[src/rtl/camera_ctrl_if.sv]
// Bus between the user controls and the capture sequencer.
interface camera_ctrl_if #(
    parameter int NUM_ROWS = 2,
    parameter int EXP_W    = 5
);
    logic                init;
    logic                exp_inc;
    logic                exp_dec;
    logic                erase;
    logic                expose;
    logic [NUM_ROWS-1:0] nre;
    logic                adc;
    logic                busy;
    logic                done;
    logic [EXP_W-1:0]    exp_time;

    modport master (
        output init, exp_inc, exp_dec,
        input  erase, expose, nre, adc, busy, done, exp_time
    );

    modport slave (
        input  init, exp_inc, exp_dec,
        output erase, expose, nre, adc, busy, done, exp_time
    );
endinterface

[src/rtl/camera_ctrl_fsm.sv]
// Capture sequencer: pixel erase, timed exposure, then row-by-row readout
// with an ADC strobe in the middle of each row's read window.
//
// state    | meaning
// ---------+-------------------------------------------------------------
// S_IDLE   | pixels held in erase; exposure adjust and capture request
// S_EXPOSE | integration for exp_time cycles, settings frozen
// S_READ   | 4 cycles per row: enable, enable+adc, enable, gap
module camera_ctrl_fsm #(
    parameter int EXP_MIN   = 2,
    parameter int EXP_MAX   = 30,
    parameter int EXP_RESET = 16,
    parameter int NUM_ROWS  = 2,
    parameter int EXP_W     = 5
) (
    input  logic          clk,
    input  logic          rst_n,
    camera_ctrl_if.slave  bus
);

    localparam int ROW_W = (NUM_ROWS > 1) ? $clog2(NUM_ROWS) : 1;

    localparam logic [EXP_W-1:0]    EXP_MIN_V   = EXP_W'(EXP_MIN);
    localparam logic [EXP_W-1:0]    EXP_MAX_V   = EXP_W'(EXP_MAX);
    localparam logic [EXP_W-1:0]    EXP_RESET_V = EXP_W'(EXP_RESET);
    localparam logic [ROW_W-1:0]    ROW_LAST    = ROW_W'(NUM_ROWS - 1);
    localparam logic [NUM_ROWS-1:0] ROW_ONE     = NUM_ROWS'(1);
    localparam logic [NUM_ROWS-1:0] NRE_OFF     = '1;

    typedef enum logic [1:0] {
        S_IDLE   = 2'd0,
        S_EXPOSE = 2'd1,
        S_READ   = 2'd2
    } state_t;

    state_t              state;
    logic [EXP_W-1:0]    exp_time;
    logic [EXP_W-1:0]    exp_cnt;
    logic [ROW_W-1:0]    row;
    logic [1:0]          phase;
    logic                erase;
    logic                expose;
    logic [NUM_ROWS-1:0] nre;
    logic                adc;
    logic                busy;
    logic                done;

    // Active-low enable pattern selecting a single row.
    function automatic logic [NUM_ROWS-1:0] row_sel(input logic [ROW_W-1:0] r);
        return ~(ROW_ONE << r);
    endfunction

    // Sequencer state, counters and registered outputs; outputs always
    // describe the state being entered at the same edge.
    always_ff @(posedge clk) begin
        if (!rst_n) begin
            state    <= S_IDLE;
            exp_time <= EXP_RESET_V;
            exp_cnt  <= '0;
            row      <= '0;
            phase    <= '0;
            erase    <= 1'b1;
            expose   <= 1'b0;
            nre      <= NRE_OFF;
            adc      <= 1'b0;
            busy     <= 1'b0;
            done     <= 1'b0;
        end else begin
            case (state)
                S_IDLE: begin
                    done <= 1'b0;
                    adc  <= 1'b0;
                    nre  <= NRE_OFF;
                    if (bus.init) begin
                        state   <= S_EXPOSE;
                        exp_cnt <= exp_time;
                        erase   <= 1'b0;
                        expose  <= 1'b1;
                        busy    <= 1'b1;
                    end else begin
                        erase  <= 1'b1;
                        expose <= 1'b0;
                        busy   <= 1'b0;
                        if (bus.exp_inc && !bus.exp_dec) begin
                            if (exp_time < EXP_MAX_V)
                                exp_time <= exp_time + EXP_W'(1);
                        end else if (bus.exp_dec && !bus.exp_inc) begin
                            if (exp_time > EXP_MIN_V)
                                exp_time <= exp_time - EXP_W'(1);
                        end
                    end
                end

                S_EXPOSE: begin
                    // Counter was loaded with exp_time on entry, so the
                    // terminal count of 1 ends the exposure after exp_time cycles.
                    if ((exp_cnt == EXP_W'(1)) || (exp_cnt == '0)) begin
                        state  <= S_READ;
                        row    <= '0;
                        phase  <= '0;
                        expose <= 1'b0;
                        nre    <= row_sel('0);
                    end else begin
                        exp_cnt <= exp_cnt - EXP_W'(1);
                    end
                end

                S_READ: begin
                    if (phase == 2'd3) begin
                        done <= 1'b0;
                        if (row == ROW_LAST) begin
                            state <= S_IDLE;
                            erase <= 1'b1;
                            busy  <= 1'b0;
                            nre   <= NRE_OFF;
                        end else begin
                            row   <= row + ROW_W'(1);
                            phase <= 2'd0;
                            nre   <= row_sel(row + ROW_W'(1));
                        end
                    end else begin
                        phase <= phase + 2'd1;
                        adc   <= (phase == 2'd0);
                        if (phase == 2'd2) begin
                            nre  <= NRE_OFF;
                            done <= (row == ROW_LAST);
                        end
                    end
                end

                default: begin
                    state  <= S_IDLE;
                    erase  <= 1'b1;
                    expose <= 1'b0;
                    nre    <= NRE_OFF;
                    adc    <= 1'b0;
                    busy   <= 1'b0;
                    done   <= 1'b0;
                end
            endcase
        end
    end

    assign bus.erase    = erase;
    assign bus.expose   = expose;
    assign bus.nre      = nre;
    assign bus.adc      = adc;
    assign bus.busy     = busy;
    assign bus.done     = done;
    assign bus.exp_time = exp_time;

endmodule

[src/flat_wrapper.sv]
// flat-port wrapper written by rule: the top's interface ports become plain ports
module camera_ctrl_fsm_flat 
#(
    parameter int EXP_MIN   = 2,
    parameter int EXP_MAX   = 30,
    parameter int EXP_RESET = 16,
    parameter int NUM_ROWS  = 2,
    parameter int EXP_W     = 5
)
  (clk, rst_n, bus_init, bus_exp_inc, bus_exp_dec, bus_erase, bus_expose, bus_nre, bus_adc, bus_busy, bus_done, bus_exp_time);
  camera_ctrl_if #(.NUM_ROWS(NUM_ROWS), .EXP_W(EXP_W)) bus_i ();
  input  logic clk;
  input  logic rst_n;
  input wire logic [$bits(bus_i.init)-1:0] bus_init;
  input wire logic [$bits(bus_i.exp_inc)-1:0] bus_exp_inc;
  input wire logic [$bits(bus_i.exp_dec)-1:0] bus_exp_dec;
  output wire logic [$bits(bus_i.erase)-1:0] bus_erase;
  output wire logic [$bits(bus_i.expose)-1:0] bus_expose;
  output wire logic [$bits(bus_i.nre)-1:0] bus_nre;
  output wire logic [$bits(bus_i.adc)-1:0] bus_adc;
  output wire logic [$bits(bus_i.busy)-1:0] bus_busy;
  output wire logic [$bits(bus_i.done)-1:0] bus_done;
  output wire logic [$bits(bus_i.exp_time)-1:0] bus_exp_time;
  assign bus_i.init = bus_init;
  assign bus_i.exp_inc = bus_exp_inc;
  assign bus_i.exp_dec = bus_exp_dec;
  assign bus_erase = bus_i.erase;
  assign bus_expose = bus_i.expose;
  assign bus_nre = bus_i.nre;
  assign bus_adc = bus_i.adc;
  assign bus_busy = bus_i.busy;
  assign bus_done = bus_i.done;
  assign bus_exp_time = bus_i.exp_time;
  camera_ctrl_fsm #(.EXP_MIN(EXP_MIN), .EXP_MAX(EXP_MAX), .EXP_RESET(EXP_RESET), .NUM_ROWS(NUM_ROWS), .EXP_W(EXP_W)) u_core (.clk(clk), .rst_n(rst_n), .bus(bus_i));
endmodule
[config.mk]
export PLATFORM = sky130hd
export DESIGN_NAME = camera_ctrl_fsm_flat
export DESIGN_NICKNAME = d
export VERILOG_FILES = /design/src/rtl/camera_ctrl_if.sv /design/src/rtl/camera_ctrl_fsm.sv /design/src/flat_wrapper.sv
export SDC_FILE = /design/constraint.sdc
export NUM_CORES = 1
export LEC_CHECK = 0
export ABC_CLOCK_PERIOD_IN_PS = 1800
export BUFFER_PORTS_ARGS = -buffer_cell sky130_fd_sc_hd__buf_2
export CORE_MARGIN = 10
export CORE_UTILIZATION = 50
export CTS_CLUSTER_SIZE = 25
export DETAILED_ROUTE_END_ITERATION = 6
export PLACE_DENSITY = 0.73
export SKIP_CTS_REPAIR_TIMING = 1
export SYNTH_ARGS = -nofsm -noshare
export SYNTH_HDL_FRONTEND = slang
export SYNTH_SLANG_ARGS = --single-unit
[constraint.sdc]
create_clock -name clk -period 1.8 [get_ports clk]
set_clock_uncertainty 0.15 [all_clocks]
set_input_delay 0.27 -clock clk [delete_from_list [all_inputs] [get_ports clk]]
set_output_delay 0.27 -clock clk [all_outputs]
set_load 0.005 [all_outputs]
==> Word level (Yosys, flattened, before mapping) <==
Cells that the tools add are included.
Widths: inputs -> output; s select.
{ "word_totals": {"regBits": 22, "wordCells": 97, "inputBits": 5} }
{ "classes": {"addsub": 5, "shifts": 1, "bitwise": 4, "mux": 38, "magnitude_cmp": 2, "eq_ne": 14, "n_reduce_logical": 22} }
{ "ops": {"columns": ["op", "n"], "rows": [
  ["$mux 5", 6],
  ["$mux 2", 10],
  ["$mux 1", 12],
  ["$reduce_and 3->1", 4],
  ["$pmux 5 s2", 1],
  ["$sub 5x1->5 const B", 2],
  ["$pmux 1 s3", 3],
  ["$ne 2x2->1 const B", 4],
  ["$pmux 2 s2", 2],
  ["$reduce_and 2->1", 4],
  ["$reduce_bool 2->1", 4],
  ["$eq 2x2->1 const B", 3],
  ["$ne 2x1->1 const B", 3],
  ["$pmux 1 s2", 3],
  ["$pmux 2 s3", 1],
  ["$add 5x1->5 const B", 1],
  ["$eq 5x1->1 const B", 1],
  ["$gt 5x2->1 const B", 1],
  ["$logic_not 5->1", 1],
  ["$lt 5x5->1 const B", 1],
  ["$reduce_and 5->1", 1],
  ["$logic_not 2->1", 2],
  ["$reduce_and 4->1", 1],
  ["$ne 3x1->1 const B", 1],
  ["other kinds (10)", 14]
]} }

==> Longest topological paths before layout <==
Gate-level depths: netlist of run 1.
{ "depth": {"ltp_word": 6, "depth_mapped": 9} }

==> Worst setup path before layout of run 1 <==
No wires, ideal clock.
{ "synth_timing": {"path_kind": "reg-to-reg", "from": "register u_core.state[0]", "to": "register u_core.exp_time[4] (netlist: u_core.bus.exp_time[4])", "n_path_buf": 1, "required_ps": 1587, "path_stages_with_launch": 8, "arrival_ps": 1733, "period_less_slack_ps": 1945, "setup_slack_ps": -145, "cell_sequence": "dfxtp_1 > inv_1 > ha_1 > nand2b_1 > or4_1 > buf_6 > or3_1 > nand3_1"} }
{ "synth_between": {"elab_chain_len": 2} }
{ "synth_lines": {"columns": ["item", "line", "rtl"], "rows": [
  ["start, declared", "camera_ctrl_fsm.sv:36", "state_t state;"],
  ["start signal, assigned", "camera_ctrl_fsm.sv:57", "state <= S_IDLE;"],
  ["start signal, assigned", "camera_ctrl_fsm.sv:75", "state <= S_EXPOSE;"],
  ["start signal, assigned", "camera_ctrl_fsm.sv:98", "state <= S_READ;"],
  ["$logic_not 2->1", "camera_ctrl_fsm.sv:69", "case (state)"],
  ["$reduce_and 5->1 (no source line)", null, null],
  ["end signal, assigned", "camera_ctrl_fsm.sv:86", "exp_time <= exp_time + EXP_W'(1);"],
  ["end signal, assigned", "camera_ctrl_fsm.sv:89", "exp_time <= exp_time - EXP_W'(1);"],
  ["end, declared", "camera_ctrl_fsm.sv:37", "logic [EXP_W-1:0] exp_time;"]
]} }
No other way between the ends.
A chain may end at the register's enable or synchronous reset.

==> Worst setup path in the final report of run 1 <==
{ "layout_timing": {"from": "register u_core.state[1]", "to": "register u_core.exp_time[4] (netlist: u_core.bus.exp_time[4])"} }
Same word-level chain as after synthesis.

==> flow_summary_export.csv, run 1 <==
group,metric,value,unit
timing,tightest_slew,404,ps
clocking,cts.reportedPaths.clkPinSlew,130,ps
critical_path,rrSetupSlack,-9,ps
final_layout,syn2layout_area_growth,36.4,%
critical_path,required,1900,ps
clocking,cts_sinks,22,
final_layout,nets,232,
critical_path,r2r-start,"u_core.state[1]$_SDFFE_PN0P_",
clocking,cts-root-buf,"clkbuf_4",
critical_path,end_kind,"register",
pwr,ir_drop,0.000996,V
placed_design,placed_cell_area,0.00171,sq mm
drt,ant_nets,0,
drt,drc,0,
timing,hold_viol,0,
placed_design,globalplace.congestion,0.787,
drt,vias_per_cell,5.39,
critical_path,worstPathArrival,1910,ps
clocking,cts_tree,"built",
die,rows,18,
global_routing,grt_use_total,12.5,%
synth,syn_area,0.00136,sq mm
synth,synth.distinct_cells,33,
timing,drv_slew,0,
drt,num_vias,1299,
timing,timing.final.ws_setup,-8.97,ps
worst_hold_path,worst_hold_path_type,"input pin to register",
worst_hold_path,min_from,"rst_n",
global_routing,antenna_found_initial,0,
global_routing,grt_pass1_vias,1333,
critical_path,critPathKind,"register to register",
critical_path,crit_chain,"inv_4 -> ha_4 -> nand2b_4 -> or4_4 -> or3_1 -> nand3_1",
pwr,comb_power_share,63.8,%
pwr,power_density,1510,mW/mm^2
pwr,swShare,38.9,%
pwr,p_switching,1.09,mW
run_status,status,"finished with violations",
drt,drt_wl_total,3.20,mm
placed_design,port_buffers,16,
die,die_h,72.1,um
critical_path,cpPeakStageDelay,570,ps
pwr,seqPwrFrac,26.3,%
placed_design,hpwl,2.38,mm
die,dieArea,0.00520,sq mm
drt,wire_per_inst,13.3,um
synth,synth.net_count,184,
timing,fin_crit_sh,100,%
timing,post-route-min-period,1810,ps
global_routing,grt-ovfl-total,0,
placed_design,pre_cts_ws,-191,ps
critical_path,critPathLaunchType,"register",
synth,synth-seq-area-share,32.4,%
placed_design,placed_cells,235,
final_layout,drive_gt1_share,40.3,%
critical_path,reg2reg_depth,6,
job,drv_cap,0,
synth,ys_seq_elements,22,
timing,hold_ws,179,ps
global_routing,grt_max_degree,26,
pwr,p_leak,0.839,nW
timing,rsz0062_at_grt,"true",
synth,synthCells,164,
global_routing,grt_pass1_wl,5.54,mm
critical_path,critical_path.max_fanout,7,
critical_path,slowest_stage,"or4_4",
die,die_w,72.1,um
final_layout,diodes,0,
die,ios,17,
clocking,cts_buffers,3,
final_layout,design_area,0.00185,sq mm
run_status,violations,"negative setup slack",
pwr,p_clk_share,9.9,%
timing,relSlewSlack,73.1,%
clocking,cts_buffer_depth,2,
die,core-area,0.00254,sq mm
pwr,p_int,1.71,mW
final_layout,finalNonFillerCells,241,
timing,finalSetupViolations,1,
die,initial_core_util,53.4,%
synth,yosys_warnings,0,
worst_hold_path,hold_depth,2,
pwr,total_power,2.79,mW
drt,drtPass1Iterations,4,
drt,drtIter0Drc,72,
worst_hold_path,whs_endpoint,"u_core.bus.nre[1]$_SDFFE_PN1P_",
clocking,cts.htree.levels,1,
clocking,clock_latency,310,ps
critical_path,worstReg2RegEnd,"u_core.bus.exp_time[4]$_SDFFE_PN1P_",
synth,avgSynthCellArea,8.29,sq um
critical_path,cp-startpoint,"u_core.state[1]$_SDFFE_PN0P_",
timing,fmax,553,MHz
[power by group through the flow]
| stage | combinational (mW) | clock, mW | sequential (mW) |
|---|---|---|---|
| floorplan | 0.909 | 0 | 0.737 |
| global placement | 1.48 | 0 | 0.723 |
| detailed placement | 1.53 | 0 | 0.734 |
| CTS | 1.54 | 0.280 | 0.722 |
| global route | 1.99 | 0.301 | 0.753 |
| finish | 1.78 | 0.276 | 0.735 |
[synthesized netlist by cell type, drive strengths merged]
master  count  share of area, %
a21o        2               1.1
a31oi       1              0.92
and3        2              0.92
xor2        1              0.64
inv        15               4.1
o21a        2               1.1
or2         1              0.46
a21boi      5               2.8
nand3      14               5.2
nand2b      4               1.8
nand4       2              0.92
nor2b       8               3.7
xnor2       3               1.9
o211ai      1              0.55
nor2       12               3.3
o21ai      11               4.1
a22o        1              0.64
a32oi       1              0.64
mux2i       6               4.4
dfxtp      22                32
a21oi       7               2.6
nor3        4               1.5
or4         2               1.1
clkbuf      5               1.4
o31ai       2               1.1
o31a        1              0.64
or3         2              0.92
ha         14                13
fa          1               1.5
mux2        1              0.83
nand2       8               2.2
buf         1              0.83
and2        2              0.92
[state kept, by name (all words and copies together), names as in the netlist, 2 cells and up]
signal               count
u_core.state             2
u_core.exp_cnt           5
u_core.bus.nre           2
u_core.bus.exp_time      5
u_core.phase             2
[final cells by class]
class | count | area [sq um]
clock buffers | 4 | 36.3
inverters | 15 | 58.8
repair buffers | 49 | 339
fillers | 205 | 692
flip-flops and latches | 22 | 449
multi-input cells | 121 | 932
well taps | 30 | 37.5
[cells by family (layout without fill, tap and decap cells)]
kind of cell	count (synthesis)	count (layout)	synth area share, %
and+or+nand+nor	61	61	22.9
xor gates and xnor gates	4	4	2.58
buffers and inverters	21	68	6.35
AOI/OAI and AO/OA	34	34	16.1
muxes	7	7	5.25
adders and majority gates	15	15	14.4
DFF	22	22	32.4
[stage by stage]
step	util (%)	setup TNS, ps
2_1_floorplan	-	-49.2
3_3_place_gp	67.2	-503
3_5_place_dp	67.2	-1020
4_1_cts	68.6	-942
5_1_grt	72.8	-118
6_report	72.8	-8.97
[worst max path at each step]
stage                     slack, ps  cells past startpoint                                  end
after floorplan                 -50                      7  u_core.bus.exp_time[4]$_SDFFE_PN1P_
after global placement         -160                      6  u_core.bus.exp_time[4]$_SDFFE_PN1P_
after detailed placement       -190                      6  u_core.bus.exp_time[4]$_SDFFE_PN1P_
after CTS                      -170                      7         u_core.phase[1]$_SDFFE_PN0P_
after global routing            -70                      7  u_core.bus.exp_time[4]$_SDFFE_PN1P_
final                            -9                      6  u_core.bus.exp_time[4]$_SDFFE_PN1P_
[critical path: cells and delay by family, from the launching register on]
| family | cells | cell delay [ps] |
|---|---|---|
| flip-flops | 1 | 360 |
| AND/OR/NAND/NOR | 4 | 1020 |
| buffers and inverters | 1 | 70 |
| adder cells (fa/ha/maj) | 1 | 160 |
[cell usage in the layout (no fill, tap or decap), drive strengths merged]
cell    instances
nand4           2
or2             1
o211ai          1
and3            2
a21o            2
nand2b          4
clkbuf          4
or3             2
and2            2
o21ai          11
buf            49
o31ai           2
fa              1
mux2            1
nor2           12
nand2           8
nand3          14
ha             14
inv            15
a21oi           7
a31oi           1
nor3            4
a21boi          5
mux2i           6
dfxtp          22
nor2b           8
a22o            1
xnor2           3
xor2            1
o21a            2
a32oi           1
or4             2
o31a            1
[routing by layer]
| metal | track usage (%) | part of all wire, % |
|---|---|---|
| met5 | 0 | 0 |
| met3 | 3.54 | 5.2 |
| met1 | 14.1 | 44 |
| met2 | 21.6 | 50 |
| met4 | 4.95 | 0.91 |
Power figures use the tool's default switching activity.
==> run 2: changes to the inputs <==
SETUP_SLACK_MARGIN = 0.2   (was unset)
SLEW_MARGIN = 10   (was unset)
==> run 2 against run 1 <==
The run still ends with negative setup slack left. Non-clock buffer count unchanged. Global-route usage decreased by 0.14 points. Sequential share of layout area decreased by 1.4 points. Sequential power increased by 1%. Core utilization increased by 4.6 points. First-iteration DRC count increased by 13%.
==> flow_summary_export.csv, run 2 (synthesis gave the netlist of run 1 again) <==
group,metric,value,unit
placed_design,port_buffers,16,
clocking,cts_buffer_depth,2,
global_routing,busiest_layer,"met2",
pwr,total_power,3.03,mW
placed_design,globalplace.congestion,0.823,
pwr,comb_power_share,67.9,%
timing,timing.final.ws_setup,-65.1,ps
die,dieArea,0.00520,sq mm
final_layout,final_cell_mix,"buf_4, buf_2, dfxtp_1",
clocking,cts_buffers,3,
clocking,clock_latency,310,ps
global_routing,grtUsageMet2,20.7,%
placed_design,placed_cell_area,0.00168,sq mm
critical_path,critPathKind,"register to register",
clocking,cts-root-buf,"clkbuf_4",
placed_design,hpwl,2.43,mm
timing,drv_slew,0,
drt,ant_nets,0,
die,die_h,72.1,um
global_routing,grt_use_total,12.4,%
final_layout,design_area,0.00197,sq mm
global_routing,grt-ovfl-total,0,
drt,drtIter0Drc,81,
critical_path,rrSetupSlack,-70,ps
die,rows,18,
die,initial_core_util,53.4,%
clocking,cts.reportedPaths.clkPinSlew,120,ps
pwr,p_switching,1.25,mW
pwr,p_leak,0.864,nW
clocking,cts_tree,"built",
final_layout,diodes,0,
global_routing,grt_max_degree,26,
timing,fin_crit_sh,104,%
global_routing,antenna_found_initial,0,
pwr,power_density,1540,mW/mm^2
run_status,status,"finished with violations",
drt,drc,0,
critical_path,end_kind,"register",
worst_hold_path,worst_hold_path_type,"input pin to register",
drt,drtPass1Iterations,4,
die,ios,17,
final_layout,reg.largest.list,"u_core.bus.exp_time: 5 flops, u_core.exp_cnt: 5 flops",
timing,hold_ws,163,ps
pwr,p_clk_share,7.5,%
pwr,seqPwrFrac,24.6,%
global_routing,grt_pass1_wl,5.38,mm
final_layout,nets,232,
run_status,violations,"negative setup slack",
global_routing,grtUsageMet3,4.35,%
drt,wire_per_inst,14.8,um
timing,relSlewSlack,73.6,%
timing,post-route-min-period,1870,ps
timing,finalSetupViolations,1,
pwr,swShare,41.2,%
critical_path,critPathLaunchType,"register",
drt,drt_wl_total,3.55,mm
final_layout,drive_gt1_share,48.1,%
die,die_w,72.1,um
timing,hold_viol,0,
clocking,cts_sinks,22,
clocking,cts.htree.levels,1,
global_routing,grt_pass1_vias,1262,
timing,fmax,536,MHz
critical_path,critical_path.max_fanout,5,
die,core-area,0.00254,sq mm
drt,num_vias,1316,
pwr,ir_drop,0.00134,V
critical_path,required,1900,ps
timing,tightest_slew,396,ps
global_routing,use_met1,14.4,%
pwr,p_int,1.78,mW
job,drv_cap,0,
final_layout,syn2layout_area_growth,44.9,%
timing,rsz0062_at_grt,"true",
drt,vias_per_cell,5.48,
critical_path,worstPathArrival,1970,ps
final_layout,final_common_cell,"buf_4",
run 2: area by class of cell:
cell class,count,area [sq um]
fillers,172,576
flip-flops and latches,22,450
repair buffers,49,350
well taps,30,37.5
multi-input cells,121,1050
clock buffers,3,22.5
inverters,15,58.8
run 2: critical path: stages (launching register included):
cell and delay, ps:
dfxtp_2 370, buf_4 140, ha_1 320, nor2_1 220
a21oi_4 50, xnor2_2 140, or3_1 340, nand3_1 80
run 2: final timing paths:
path	start	endpoint	cells past startpoint
max	u_core.bus.exp_time[3]$_SDFFE_PN0P_	u_core.bus.exp_time[4]$_SDFFE_PN1P_	7
min	rst_n	u_core.bus.nre[1]$_SDFFE_PN1P_	2
max reg2reg	u_core.bus.exp_time[3]$_SDFFE_PN0P_	u_core.bus.exp_time[4]$_SDFFE_PN1P_	7
min reg2reg	u_core.bus.nre[1]$_SDFFE_PN1P_	u_core.bus.nre[1]$_SDFFE_PN1P_	2
run 2: stage by stage:
step | setup WS, ps | TNS (ps) | utilization [%] | cells
finish | -65.1 | -65.1 | 77.4 | 240
detailed placement | -232 | -890 | 66.1 | 229
global route | -141 | -367 | 77.4 | 240
floorplan | -48.9 | -48.9 | - | 164
global placement | -153 | -468 | 66.1 | 229
CTS | -155 | -467 | 67.0 | 232
run 2: per-layer routing:
layer / vias to the layer above / wire [um] / share of wire [%]
li1: 655 / - / -
met1: 624 / 1600 / 45
met2: 31 / 1750 / 49
met3: 6 / 152 / 4.3
met4: 0 / 50 / 1.4
met5: - / 0 / 0
run 2: power by group through the flow:
stage,logic (mW),registers (mW),clock network [mW]
2_1_floorplan,0.950,0.746,0
3_3_place_gp,1.46,0.728,0
3_5_place_dp,1.51,0.733,0
4_1_cts,1.52,0.723,0.231
5_1_grt,2.25,0.761,0.256
6_report,2.06,0.746,0.229
==> run 3: changes to the inputs <==
CORE_MARGIN = 1.5   (was 10)
==> run 3 against run 2 <==
The run still ends with negative setup slack left. First-iteration DRC count down 73%. Routed wire length up 0.51%. Clock power up 20%. Largest cell class unchanged. Core utilization up 2.9 points. Critical endpoint unchanged. Combinational power about the same. Critical path depth down 1.
==> flow_summary_export.csv, run 3 (synthesis gave the netlist of run 1 again) <==
group,metric,value,unit
drt,wire_per_inst,14.6,um
final_layout,finalNonFillerCells,244,
pwr,power_density,1520,mW/mm^2
final_layout,seqCellArea,453,sq um
die,initial_core_util,53.9,%
drt,drt_wl_total,3.57,mm
die,ios,17,
clocking,cts_buffer_depth,2,
clocking,cts_tree,"built",
pwr,seqPwrFrac,25.0,%
final_layout,reg.largest.list,"u_core.bus.exp_time: 5 flops, u_core.exp_cnt: 5 flops",
pwr,p_leak,0.883,nW
timing,drv_slew,0,
global_routing,grt_pass1_vias,1077,
die,die_h,55.1,um
drt,drc,0,
global_routing,grt-ovfl-total,0,
final_layout,fin_util,80.3,%
pwr,p_int,1.84,mW
timing,tightest_slew,403,ps
job,drv_cap,0,
die,core-area,0.00252,sq mm
final_layout,diodes,0,
global_routing,grt_pass1_wl,4.51,mm
pwr,p_switching,1.23,mW
pwr,swShare,40.1,%
final_layout,final_cell_mix,"buf_4, buf_2, dfxtp_1",
timing,fin_crit_sh,103,%
global_routing,antenna_found_initial,0,
timing,timing.final.ws_setup,-50.7,ps
critical_path,critPathLaunchType,"register",
clocking,cts_sinks,22,
run_status,violations,"negative setup slack",
drt,vias_per_cell,5.53,
clocking,cts.reportedPaths.clkPinSlew,120,ps
critical_path,required,1900,ps
placed_design,hpwl,2.27,mm
final_layout,drive_gt1_share,48.1,%
pwr,p_clk_share,8.9,%
die,die_w,55.1,um
die,rows,18,
final_layout,final_common_cell,"buf_4",
timing,post-route-min-period,1850,ps
final_layout,fill_cells,159,
die,dieArea,0.00304,sq mm
critical_path,worstPathArrival,1950,ps
critical_path,critical_path.max_fanout,7,
pwr,ir_drop,0.00126,V
global_routing,grt_max_degree,26,
timing,hold_viol,0,
drt,drtPass1Iterations,5,
critical_path,end_kind,"register",
run_status,status,"finished with violations",
timing,relSlewSlack,73.1,%
timing,finalSetupViolations,2,
final_layout,multi_input_area,0.00105,sq mm
pwr,comb_power_share,66.1,%
clocking,clock_latency,310,ps
worst_hold_path,worst_hold_path_type,"input pin to register",
critical_path,critPathKind,"register to register",
placed_design,globalplace.congestion,0.824,
placed_design,port_buffers,16,
timing,fmax,540,MHz
timing,rsz0062_at_grt,"true",
global_routing,grt_use_total,21.0,%
drt,num_vias,1349,
placed_design,placed_cells,230,
clocking,cts-root-buf,"clkbuf_4",
drt,drtIter0Drc,22,
clocking,cts.htree.levels,1,
final_layout,nets,235,
final_layout,syn2layout_area_growth,49.0,%
clocking,cts_buffers,3,
drt,ant_nets,0,
## run 3: path summary, 6_finish.rpt
check | from | endpoint | slack (ps) | depth (start not counted)
worst max-delay path | u_core.state[0]$_SDFFE_PN0P_ | u_core.bus.exp_time[4]$_SDFFE_PN1P_ | -50 | 6
worst min-delay path | rst_n | u_core.bus.nre[1]$_SDFFE_PN1P_ | 160 | 2
worst max register to register | u_core.state[0]$_SDFFE_PN0P_ | u_core.bus.exp_time[4]$_SDFFE_PN1P_ | -50 | 6
worst min register to register | u_core.bus.nre[1]$_SDFFE_PN1P_ | u_core.bus.nre[1]$_SDFFE_PN1P_ | 330 | 2
## run 3: layout make-up
| class | instances | area share, % |
|---|---|---|
| Clock buffer | 4 | 1.79 |
| Inverter | 15 | 3.28 |
| Multi-Input combinational cell | 121 | 51.7 |
| Sequential cell | 22 | 22.4 |
| Tap cell | 30 | 1.85 |
| Timing Repair Buffer | 52 | 19.0 |
## run 3: stage by stage
step                worst slack, ps  cell area, sq um  hold WS, ps  setup TNS (ps)  power (mW)
floorplan                     -48.9              1410          249           -48.9        1.70
global placement               -153              1690          315            -469        2.19
detailed placement             -182              1690          323            -666        2.25
CTS                            -132              1730          156            -317        2.52
global route                  -91.6              2020          162            -374        3.31
finish                        -50.7              2020          162           -57.7        3.08
## run 3: routing by layer
layer / up-vias / routed length [um] / global-route usage (%)
li1: 664 / - / -
met2: 33 / 1900 / 35.7
met3: 2 / 144 / 5.65
met5: - / 0 / 0
met1: 650 / 1510 / 26.8
met4: 0 / 10 / 3.66
## run 3: power by group through the flow
stage / clock network [mW] / logic (mW) / registers (mW)
3_3_place_gp: 0 / 1.47 / 0.727
4_1_cts: 0.280 / 1.51 / 0.728
5_1_grt: 0.303 / 2.22 / 0.785
3_5_place_dp: 0 / 1.51 / 0.740
6_report: 0.274 / 2.03 / 0.769
2_1_floorplan: 0 / 0.950 / 0.746
## run 3: critical path, cell delays in order, from the launching register on
cell and delay, ps:
dfxtp_2 350, inv_2 80, ha_4 150, nand2b_4 50, or4_4 560, or3_1 340
nand3_1 100
